File: src/rtl/l2_req_rsp_buffer_pkg.sv
`default_nettype none
// ============================================================================
// Package     : l2_req_rsp_buffer_pkg
// Description : Field widths and packed payload widths of the L2 request and
//               response channels between the cluster arbiter and the L2.
//               Request  = {opcode,size,source,address,mask,data,param}
//               Response = {opcode,size,source,address,data,param}
// Revision    : 1.0  initial release
// ============================================================================
package l2_req_rsp_buffer_pkg;

  localparam int L2_OP_W     = 3;
  localparam int L2_SIZE_W   = 3;
  localparam int L2_SOURCE_W = 4;
  localparam int L2_ADDR_W   = 32;
  localparam int L2_MASK_W   = 4;
  localparam int L2_DATA_W   = 32;
  localparam int L2_PARAM_W  = 3;

  localparam int L2_REQ_W = L2_OP_W + L2_SIZE_W + L2_SOURCE_W + L2_ADDR_W +
                            L2_MASK_W + L2_DATA_W + L2_PARAM_W;
  localparam int L2_RSP_W = L2_OP_W + L2_SIZE_W + L2_SOURCE_W + L2_ADDR_W +
                            L2_DATA_W + L2_PARAM_W;

endpackage : l2_req_rsp_buffer_pkg
`default_nettype wire

File: src/rtl/l2_buf_fifo.sv
`default_nettype none
// ============================================================================
// Module      : l2_buf_fifo
// Description : Registered synchronous FIFO with push/pop handshake. Read data
//               comes straight from the storage array, so an entry written in
//               cycle t appears on o_pop_data in cycle t+1. DEPTH need not be a
//               power of two; pointers wrap explicitly from DEPTH-1 to 0.
// Ports       : clk, rst         clock, synchronous active-high reset
//               i_push/i_push_data  write strobe and payload (ignored if full)
//               i_pop             read strobe (ignored if empty)
//               o_pop_data        head entry
//               o_full/o_empty    occupancy flags
//               o_count           number of stored entries
// Revision    : 1.0  initial release
// ============================================================================
module l2_buf_fifo #(
  parameter int WIDTH = 8,
  parameter int DEPTH = 4
) (
  input  logic                       clk,
  input  logic                       rst,
  input  logic                       i_push,
  input  logic [WIDTH-1:0]           i_push_data,
  input  logic                       i_pop,
  output logic [WIDTH-1:0]           o_pop_data,
  output logic                       o_full,
  output logic                       o_empty,
  output logic [$clog2(DEPTH+1)-1:0] o_count
);

  localparam int PTR_W = $clog2(DEPTH);
  localparam int CNT_W = $clog2(DEPTH+1);
  localparam logic [PTR_W-1:0] C_LAST_PTR = PTR_W'(DEPTH - 1);
  localparam logic [CNT_W-1:0] C_FULL_CNT = CNT_W'(DEPTH);

  logic [WIDTH-1:0] r_mem [DEPTH];
  logic [PTR_W-1:0] r_wr_ptr;
  logic [PTR_W-1:0] r_rd_ptr;
  logic [CNT_W-1:0] r_count;

  logic w_do_push;
  logic w_do_pop;

  assign o_full     = (r_count == C_FULL_CNT);
  assign o_empty    = (r_count == '0);
  assign o_count    = r_count;
  assign o_pop_data = r_mem[r_rd_ptr];

  assign w_do_push = i_push && !o_full;
  assign w_do_pop  = i_pop  && !o_empty;

  always_ff @(posedge clk) begin
    if (rst) begin
      r_wr_ptr <= '0;
      r_rd_ptr <= '0;
      r_count  <= '0;
    end else begin
      if (w_do_push) begin
        r_wr_ptr <= (r_wr_ptr == C_LAST_PTR) ? '0 : r_wr_ptr + PTR_W'(1);
      end
      if (w_do_pop) begin
        r_rd_ptr <= (r_rd_ptr == C_LAST_PTR) ? '0 : r_rd_ptr + PTR_W'(1);
      end
      case ({w_do_push, w_do_pop})
        2'b10:   r_count <= r_count + CNT_W'(1);
        2'b01:   r_count <= r_count - CNT_W'(1);
        default: r_count <= r_count;
      endcase
    end
  end

  // Storage carries no reset: contents are only observable through the
  // pointers, which are reset.
  always_ff @(posedge clk) begin
    if (w_do_push) begin
      r_mem[r_wr_ptr] <= i_push_data;
    end
  end

endmodule : l2_buf_fifo
`default_nettype wire

File: src/rtl/l2_req_rsp_buffer.sv
`default_nettype none
// ============================================================================
// Module      : l2_req_rsp_buffer
// Description : Registered decoupling stage between the cluster arbiter and
//               the L2. Requests pass through a request FIFO; L2 responses are
//               buffered in a response FIFO. Issue to L2 is held off once
//               RSP_DEPTH requests are outstanding, so every response the L2
//               can legally return already has a response slot reserved.
// Ports       : clk, rst                        clock, sync active-high reset
//               req_in_*  (valid/ready/bits)     from arbiter
//               req_out_* (valid/ready/bits)     to L2
//               rsp_in_*  (valid/ready/bits)     from L2
//               rsp_out_* (valid/ready/bits)     to arbiter
//               outstanding_o                    issued, not yet delivered
// Revision    : 1.0  initial release
// ============================================================================
module l2_req_rsp_buffer
  import l2_req_rsp_buffer_pkg::*;
#(
  parameter int REQ_DEPTH = 4,
  parameter int RSP_DEPTH = 4
) (
  input  logic                           clk,
  input  logic                           rst,
  input  logic                           req_in_valid,
  output logic                           req_in_ready,
  input  logic [L2_REQ_W-1:0]            req_in_bits,
  output logic                           req_out_valid,
  input  logic                           req_out_ready,
  output logic [L2_REQ_W-1:0]            req_out_bits,
  input  logic                           rsp_in_valid,
  output logic                           rsp_in_ready,
  input  logic [L2_RSP_W-1:0]            rsp_in_bits,
  output logic                           rsp_out_valid,
  input  logic                           rsp_out_ready,
  output logic [L2_RSP_W-1:0]            rsp_out_bits,
  output logic [$clog2(RSP_DEPTH+1)-1:0] outstanding_o
);

  localparam int OUT_W     = $clog2(RSP_DEPTH+1);
  localparam int REQ_CNT_W = $clog2(REQ_DEPTH+1);
  localparam logic [OUT_W-1:0]     C_MAX_OUT = OUT_W'(RSP_DEPTH);
  localparam logic [REQ_CNT_W-1:0] C_REQ_MAX = REQ_CNT_W'(REQ_DEPTH);

  logic                 w_req_full;
  logic                 w_req_empty;
  logic [REQ_CNT_W-1:0] w_req_count;
  logic                 w_rsp_full;
  logic                 w_rsp_empty;
  logic [OUT_W-1:0]     w_rsp_count;

  logic w_req_push;
  logic w_req_pop;
  logic w_rsp_push;
  logic w_rsp_pop;

  logic [OUT_W-1:0] r_outstanding;

  // Readies and valids are forced low while rst is high so nothing is
  // accepted or presented during the reset cycle itself.
  assign req_in_ready  = !rst && !w_req_full;
  assign req_out_valid = !rst && !w_req_empty && (r_outstanding < C_MAX_OUT);
  assign rsp_in_ready  = !rst && !w_rsp_full;
  assign rsp_out_valid = !rst && !w_rsp_empty;

  assign w_req_push = req_in_valid  && req_in_ready;
  assign w_req_pop  = req_out_valid && req_out_ready;
  assign w_rsp_push = rsp_in_valid  && rsp_in_ready;
  assign w_rsp_pop  = rsp_out_valid && rsp_out_ready;

  assign outstanding_o = r_outstanding;

  l2_buf_fifo #(
    .WIDTH (L2_REQ_W),
    .DEPTH (REQ_DEPTH)
  ) u_req_fifo (
    .clk         (clk),
    .rst         (rst),
    .i_push      (w_req_push),
    .i_push_data (req_in_bits),
    .i_pop       (w_req_pop),
    .o_pop_data  (req_out_bits),
    .o_full      (w_req_full),
    .o_empty     (w_req_empty),
    .o_count     (w_req_count)
  );

  l2_buf_fifo #(
    .WIDTH (L2_RSP_W),
    .DEPTH (RSP_DEPTH)
  ) u_rsp_fifo (
    .clk         (clk),
    .rst         (rst),
    .i_push      (w_rsp_push),
    .i_push_data (rsp_in_bits),
    .i_pop       (w_rsp_pop),
    .o_pop_data  (rsp_out_bits),
    .o_full      (w_rsp_full),
    .o_empty     (w_rsp_empty),
    .o_count     (w_rsp_count)
  );

  // Outstanding = issued to L2 but not yet handed back on rsp_out. The issue
  // gate stops increments at RSP_DEPTH; the decrement is guarded against a
  // stray rsp_out fire at zero.
  always_ff @(posedge clk) begin
    if (rst) begin
      r_outstanding <= '0;
    end else begin
      case ({w_req_pop, w_rsp_pop})
        2'b10: r_outstanding <= r_outstanding + OUT_W'(1);
        2'b01: begin
          if (r_outstanding != '0) begin
            r_outstanding <= r_outstanding - OUT_W'(1);
          end
        end
        default: r_outstanding <= r_outstanding;
      endcase
    end
  end

  a_no_rsp_underflow: assert property (@(posedge clk) disable iff (rst)
    w_rsp_pop |-> (r_outstanding != '0));

  a_rsp_within_outstanding: assert property (@(posedge clk) disable iff (rst)
    w_rsp_count <= r_outstanding);

  a_req_count_bound: assert property (@(posedge clk) disable iff (rst)
    w_req_count <= C_REQ_MAX);

endmodule : l2_req_rsp_buffer
`default_nettype wire
File: config.mk
export PLATFORM = sky130hd
export DESIGN_NAME = l2_req_rsp_buffer
export DESIGN_NICKNAME = d
export VERILOG_FILES = /design/src/rtl/l2_req_rsp_buffer_pkg.sv /design/src/rtl/l2_buf_fifo.sv /design/src/rtl/l2_req_rsp_buffer.sv
export SDC_FILE = /design/constraint.sdc
export NUM_CORES = 1
export LEC_CHECK = 0
export BUFFER_PORTS_ARGS = -buffer_cell sky130_fd_sc_hd__buf_4
export CAP_MARGIN = 20
export CORE_MARGIN = 1
export CORE_UTILIZATION = 45
export CTS_CLUSTER_SIZE = 30
export DETAILED_ROUTE_END_ITERATION = 8
export SLEW_MARGIN = 25
export SYNTH_ARGS = -nofsm -noshare
export SYNTH_HDL_FRONTEND = slang
export SYNTH_SLANG_ARGS = --single-unit
File: constraint.sdc
create_clock -name clk -period 4.3 [get_ports clk]
set_input_delay 0.86 -clock clk [delete_from_list [all_inputs] [get_ports clk]]
set_output_delay 0.86 -clock clk [all_outputs]
set_load 0.02 [all_outputs]
==> results of run 1 <==
power breakdown:
| group | internal [mW] | total [mW] | switching, mW |
|---|---|---|---|
| registers | 7.22 | 7.31 | 0.0900 |
| logic | 0.683 | 1.46 | 0.777 |
| clock network | 3.31 | 5.66 | 2.36 |
final timing paths:
check                                 end                   start  cells after the start
setup reg to reg    u_req_fifo.o_count[2]   u_req_fifo.o_count[0]                      9
hold reg to reg                  register  u_req_fifo.r_rd_ptr[1]                      2
hold / removal    u_req_fifo.r_mem[2][39]         req_in_bits[39]                      1
setup / recovery         req_out_bits[18]                register                      3
through the flow:
stage	instance area, um2	std cells	worst slack [ns]	hold WS (ns)	power, mW
floorplan	23800	952	0.432	0.454	8.24
global placement	27400	1955	1.16	0.465	8.92
detailed placement	27400	1955	1.16	0.486	8.94
CTS	29500	2081	0.693	0.415	14.6
global route	29600	2084	0.628	0.423	15.0
finish	29600	2084	0.844	0.458	14.4
synthesized netlist by cell type (all sizes together), types with 4 or more instances:
library cell,instances,area share (%)
xor2,4,0.15
nand2,8,0.13
dfxtp,21,1.8
and3,8,0.21
ha,12,0.63
nand2b,4,0.11
o31ai,4,0.13
nor2,12,0.19
inv,15,0.24
a21oi,6,0.13
buf,20,0.40
clkbuf,19,0.30
or3,4,0.11
edfxtp,632,80
mux4,158,15
nor3,5,0.11
o21ai,4,0.084
critical path, stage by stage, from the launching register on:
cell	delay (ns)
dfxtp_4	0.75
buf_4	0.43
mux4_2	0.59
buf_4	0.18
cells by family (layout without fill, tap and decap cells):
family                     Yosys count  in the layout  synth area share (%)
other                                0              3                     0
xor gates and xnor gates             4              4                 0.147
DFF                                653            653                  81.5
muxes                              160            160                  15.0
adders and majority gates           15             15                 0.883
buffers and inverters               54            503                 0.940
AOI/OAI and AO/OA                   19             19                 0.504
and+or+nand+nor                     47             47                  1.05
state kept, by name (all words and copies together), names as in the netlist, named ones only:
name                 flops
outstanding_o            3
u_req_fifo.r_wr_ptr      2
u_rsp_fifo.r_mem       308
u_req_fifo.r_rd_ptr      2
u_rsp_fifo.r_rd_ptr      2
u_rsp_fifo.o_count       3
u_req_fifo.o_count       3
u_req_fifo.r_mem       324
u_rsp_fifo.r_wr_ptr      2
cell type report:
class,instances,area [um2]
inverters,15,56.3
diodes,3,7.51
multi-input cells,245,4230
repair buffers,362,2830
clock inverters,31,256
flip-flops and latches,653,19400
well taps,680,851
clock buffers,95,1910
fillers,3804,22300
layer usage:
layer / global-route usage [%] / wire [um]
met2: 28.6 / 23500
met1: 23.3 / 19600
met3: 7.90 / 4680
met5: 0 / 109
met4: 6.41 / 1160
==> key figures, run 1 <==
STA
  • Period Utilization, post-route: 80.4%
  • Final slew viol count: 0
  • Worst-Margin Slew: 0.759 ns
  • Max Clock Skew: 0.0262 ns
  • Min Clock Period, post-route: 3.46 ns
  • Finish-stage setup viols: 0
  • Fmax achieved: 0.289 GHz
  • Fin. Hold Viols: 0
  • RSZ-0062 raised after global routing: false
  • Setup TNS: 0 ns
  • Slew headroom: 49.4%

Global routing
  • All-Layer GR Usage: 18.5%
  • Vias in the first global route: 11,500
  • Initial antenna violation count: 11
  • Global-route wire length before repair: 72,400 um
  • GRT Residual Overflow: 0
  • Largest net degree at the start of global routing: 82

Worst setup path
  • Critical Path RT: 3.44 ns
  • CP Launch Type: register
  • Worst EP arrival: 2.60 ns
  • Setup CP Type: register to output port
  • R2r setup slk: 1.83 ns
  • Crit-path max FO: 30
  • CP endpoint kind: output port

Synthesis
  • Async set-reset flop share out of synthesis: 0%
  • Post-synth EDFFs: 632
  • Synth Flop Type: edfxtp_1
  • #FFs+latches synth: 653
  • Syn nets: 1,131
  • Synth Cell Area: 23,800 um2
  • Distinct cells, synth: 29
  • Mapped Cells: 952
  • Synth warnings: 0
  • Sequential element share of the synthesized area: 81.5%
  • Post-Syn Area per Cell: 25.0 um2

Detailed routing
  • Drt wl/cell: 23.5 um
  • Post-Route WL: 49,000 um
  • First-pass iteration count of the detailed router: 4
  • First-iteration detailed-routing DRC count: 547
  • Via Count: 11,100
  • DR vias/cell: 5.31
  • DRC Markers: 0
  • Number of routed nets with antenna violations: 0

Clocking
  • Clk sink count: 653
  • CTS tree: done
  • Skew-Pair Late Insertion Delay: 0.60 ns
  • # resized after CTS: 0
  • Clk pin slew, worst setup/hold paths: 0.06 ns
  • CTS HTree Levels: 3
  • Clk root buf: clkbuf_16
  • Hold_buf cts: 0
  • Total CTS buffers: 70
  • Clock tree buffer depth: 3
  • Setup Buffers After CTS: 0

Placement
  • DP HPWL: 31,100 um
  • GP Congestion: 0.727
  • IO buf count: 328

Status
  • Run status: completed

Die
  • I/O Pins: 329
  • DIE HEIGHT: 232 um
  • Initial Utilization: 46.0%
  • Core area: 51,800 um2
  • Total die area: 53,800 um2
  • FP Rows: 83
  • Die width: 232 um

Cells and area
  • Final Core Density: 57.0%
  • Most common cell after layout, fill and taps aside: edfxtp_1
  • Most frequent cells in the layout: 632 x edfxtp_1, 353 x buf_4, 158 x mux4_2
  • Layout cells sized above 1: 44.7%
  • P&R area growth vs syn: 24.1%
  • Final nets: 1,526

Power
  • LEAKAGE: 9.83 nW
  • Cell Pwr Density: 488 nW/um2
  • Worst IR drop on VDD: 0.372 mV

Hold path
  • Hold WC Path Type: input port to register

Job
  • Max-Cap Viols: 0
No activity file was read; power rests on OpenSTA's default activity.
==> run 2: changes to the inputs <==
==> constraint.sdc (replaced) <==
create_clock -name clk -period 3.55 [get_ports clk]
set_input_delay 0.71 -clock clk [delete_from_list [all_inputs] [get_ports clk]]
set_output_delay 0.71 -clock clk [all_outputs]
set_load 0.02 [all_outputs]
==> run 2 against run 1 <==
  * Clock skew shrank 0.0061 ns
  * Die area is the same
  * Global-route usage shrank 0.71 points
  * Hold slack lost 0.15 ns
  * First-iteration DRC count is the same
  * Sequential share of layout area shrank 0.061 points
  * Critical endpoint is now rsp_out_bits[75]
  * Largest power group unchanged
==> key figures, run 2 (same netlist as run 1, synthesis figures left out) <==
Worst setup path
  • Crit path to: rsp_out_bits[75]
  • Crit path depth: 3
  • CP Launch Type: register
  • R2R Path End: u_req_fifo.o_count[2]
  • Worst EP arrival: 2.36 ns
  • CP endpoint kind: output port
  • R2r setup slk: 1.04 ns
  • Crit-path max FO: 23
  • Crit-path slowest cell: dfxtp_4
  • Setup CP Type: register to output port
  • RR Startpoint: u_req_fifo.o_count[0]
  • CP Cell Sequence: buf_4 -> mux4_2 -> buf_4
  • Worst r2r path cells: 9
  • CP Buf/Inv Count: 2
  • Cell family with most CP delay: flip-flops
  • Cell repeated most along the worst path: buf_4
  • Max incr delay on CP: 0.66 ns
  • Critical Path RT: 2.84 ns

Clocking
  • Setup Buffers After CTS: 0
  • Clock tree buffer depth: 3
  • CTS tree: done
  • Hold_buf cts: 0
  • Clk root buf: clkbuf_16
  • Skew-Pair Late Insertion Delay: 0.60 ns
  • Total CTS buffers: 68
  • Clk pin slew, worst setup/hold paths: 0.06 ns
  • # resized after CTS: 0
  • CTS HTree Levels: 3
  • Clk sink count: 653

STA
  • Final slew viol count: 0
  • Max Clock Skew: 0.0200 ns
  • Min Clock Period, post-route: 3.07 ns
  • Slew headroom: 57.5%
  • RSZ-0062 raised after global routing: false
  • Setup TNS: 0 ns
  • Period Utilization, post-route: 86.4%
  • Fin. Hold Viols: 0
  • Setup ws final: 0.481 ns
  • Hold slack: 0.310 ns
  • Worst-Margin Slew: 0.637 ns
  • Fmax achieved: 0.326 GHz
  • Finish-stage setup viols: 0

Cells and area
  • Final nets: 1,525
  • # fillers: 3,816
  • Most frequent cells in the layout: 632 x edfxtp_1, 348 x buf_4, 158 x mux4_2
  • Most common cell after layout, fill and taps aside: edfxtp_1
  • Biggest register: u_req_fifo.r_mem
  • Layout cells sized above 1: 45.0%
  • Final Core Density: 57.1%
  • P&R area growth vs syn: 24.2%
  • Ant diodes: 0
  • Max reg flops: 324
  • Biggest regs: u_req_fifo.r_mem (324), u_rsp_fifo.r_mem (308)

Die
  • Initial Utilization: 46.0%
  • DIE HEIGHT: 232 um
  • FP Rows: 83
  • Die width: 232 um
  • I/O Pins: 329
  • Total die area: 53,800 um2
  • Core area: 51,800 um2

Job
  • Max-Cap Viols: 0

Global routing
  • All-Layer GR Usage: 17.8%
  • Global-route wire length before repair: 70,500 um
  • Largest net degree at the start of global routing: 78
  • Initial antenna violation count: 7
  • Vias in the first global route: 11,500
  • GRT Residual Overflow: 0

Placement
  • GP Congestion: 0.757
  • DP HPWL: 30,200 um
  • Pre-CTS setup slack: 0.548 ns
  • IO buf count: 328

Power
  • Worst IR drop on VDD: 0.486 mV
  • LEAKAGE: 9.85 nW
  • Cell Pwr Density: 587 nW/um2

Detailed routing
  • Post-Route WL: 47,300 um
  • Via Count: 10,900
  • First-pass iteration count of the detailed router: 5
  • Drt wl/cell: 22.8 um
  • First-iteration detailed-routing DRC count: 547
  • DRC Markers: 0
  • DR vias/cell: 5.25
  • Number of routed nets with antenna violations: 0

Hold path
  • Hold WC Path Type: input port to register

Status
  • Run status: completed
[run 2: worst min path at each step]
stage	cells after the start	slack (ns)	startpoint	endpoint
3_5_place_dp	2	0.47	u_req_fifo.r_rd_ptr[1]	register
5_1_grt	1	0.28	req_in_bits[66]	u_req_fifo.r_mem[1][66]
4_1_cts	1	0.27	req_in_bits[66]	u_req_fifo.r_mem[1][66]
2_1_floorplan	2	0.45	u_req_fifo.r_rd_ptr[1]	register
3_3_place_gp	2	0.46	u_req_fifo.r_rd_ptr[1]	register
6_report	1	0.31	req_in_bits[70]	u_req_fifo.r_mem[2][70]
[run 2: metrics by stage]
stage | total power, mW | instances | area (um2)
2_1_floorplan | 9.97 | 952 | 23800
3_3_place_gp | 10.8 | 1956 | 27500
3_5_place_dp | 10.8 | 1956 | 27500
4_1_cts | 17.6 | 2078 | 29600
5_1_grt | 18.0 | 2078 | 29600
6_report | 17.4 | 2078 | 29600
[run 2: worst reg2reg max path: stages, from the launching register on]
cell	delay, ns
dfxtp_1	0.37
nor3_1	0.09
or4b_1	0.60
inv_1	0.13
ha_1	0.19
inv_1	0.06
fa_1	0.39
xor2_1	0.16
or3_1	0.31
a21oi_1	0.14
[run 2: area by class of cell]
type | count | area (um2) | share of cell area (%)
Clock inverter | 27 | 231 | 0.782
Inverter | 15 | 56.3 | 0.190
Clock buffer | 95 | 1890 | 6.38
Multi-Input combinational cell | 245 | 4230 | 14.3
Timing Repair Buffer | 363 | 2910 | 9.85
Sequential cell | 653 | 19400 | 65.6
Tap cell | 680 | 851 | 2.88
[run 2: report_power, final]
part / leakage [nW] / total (mW) / internal [mW] / switching, mW
Clock: 1.04 / 6.74 / 3.94 / 2.79
Sequential: 5.91 / 8.85 / 8.74 / 0.108
Combinational: 2.89 / 1.78 / 0.840 / 0.936
[run 2: layer usage]
| metal | up-vias | global-route usage [%] | part of all wire, % |
|---|---|---|---|
| li1 | 4844 | - | - |
| met1 | 5665 | 23.0 | 40 |
| met2 | 310 | 27.9 | 48 |
| met3 | 83 | 6.61 | 9.0 |
| met4 | 14 | 5.74 | 2.0 |
| met5 | - | 0 | 0.19 |
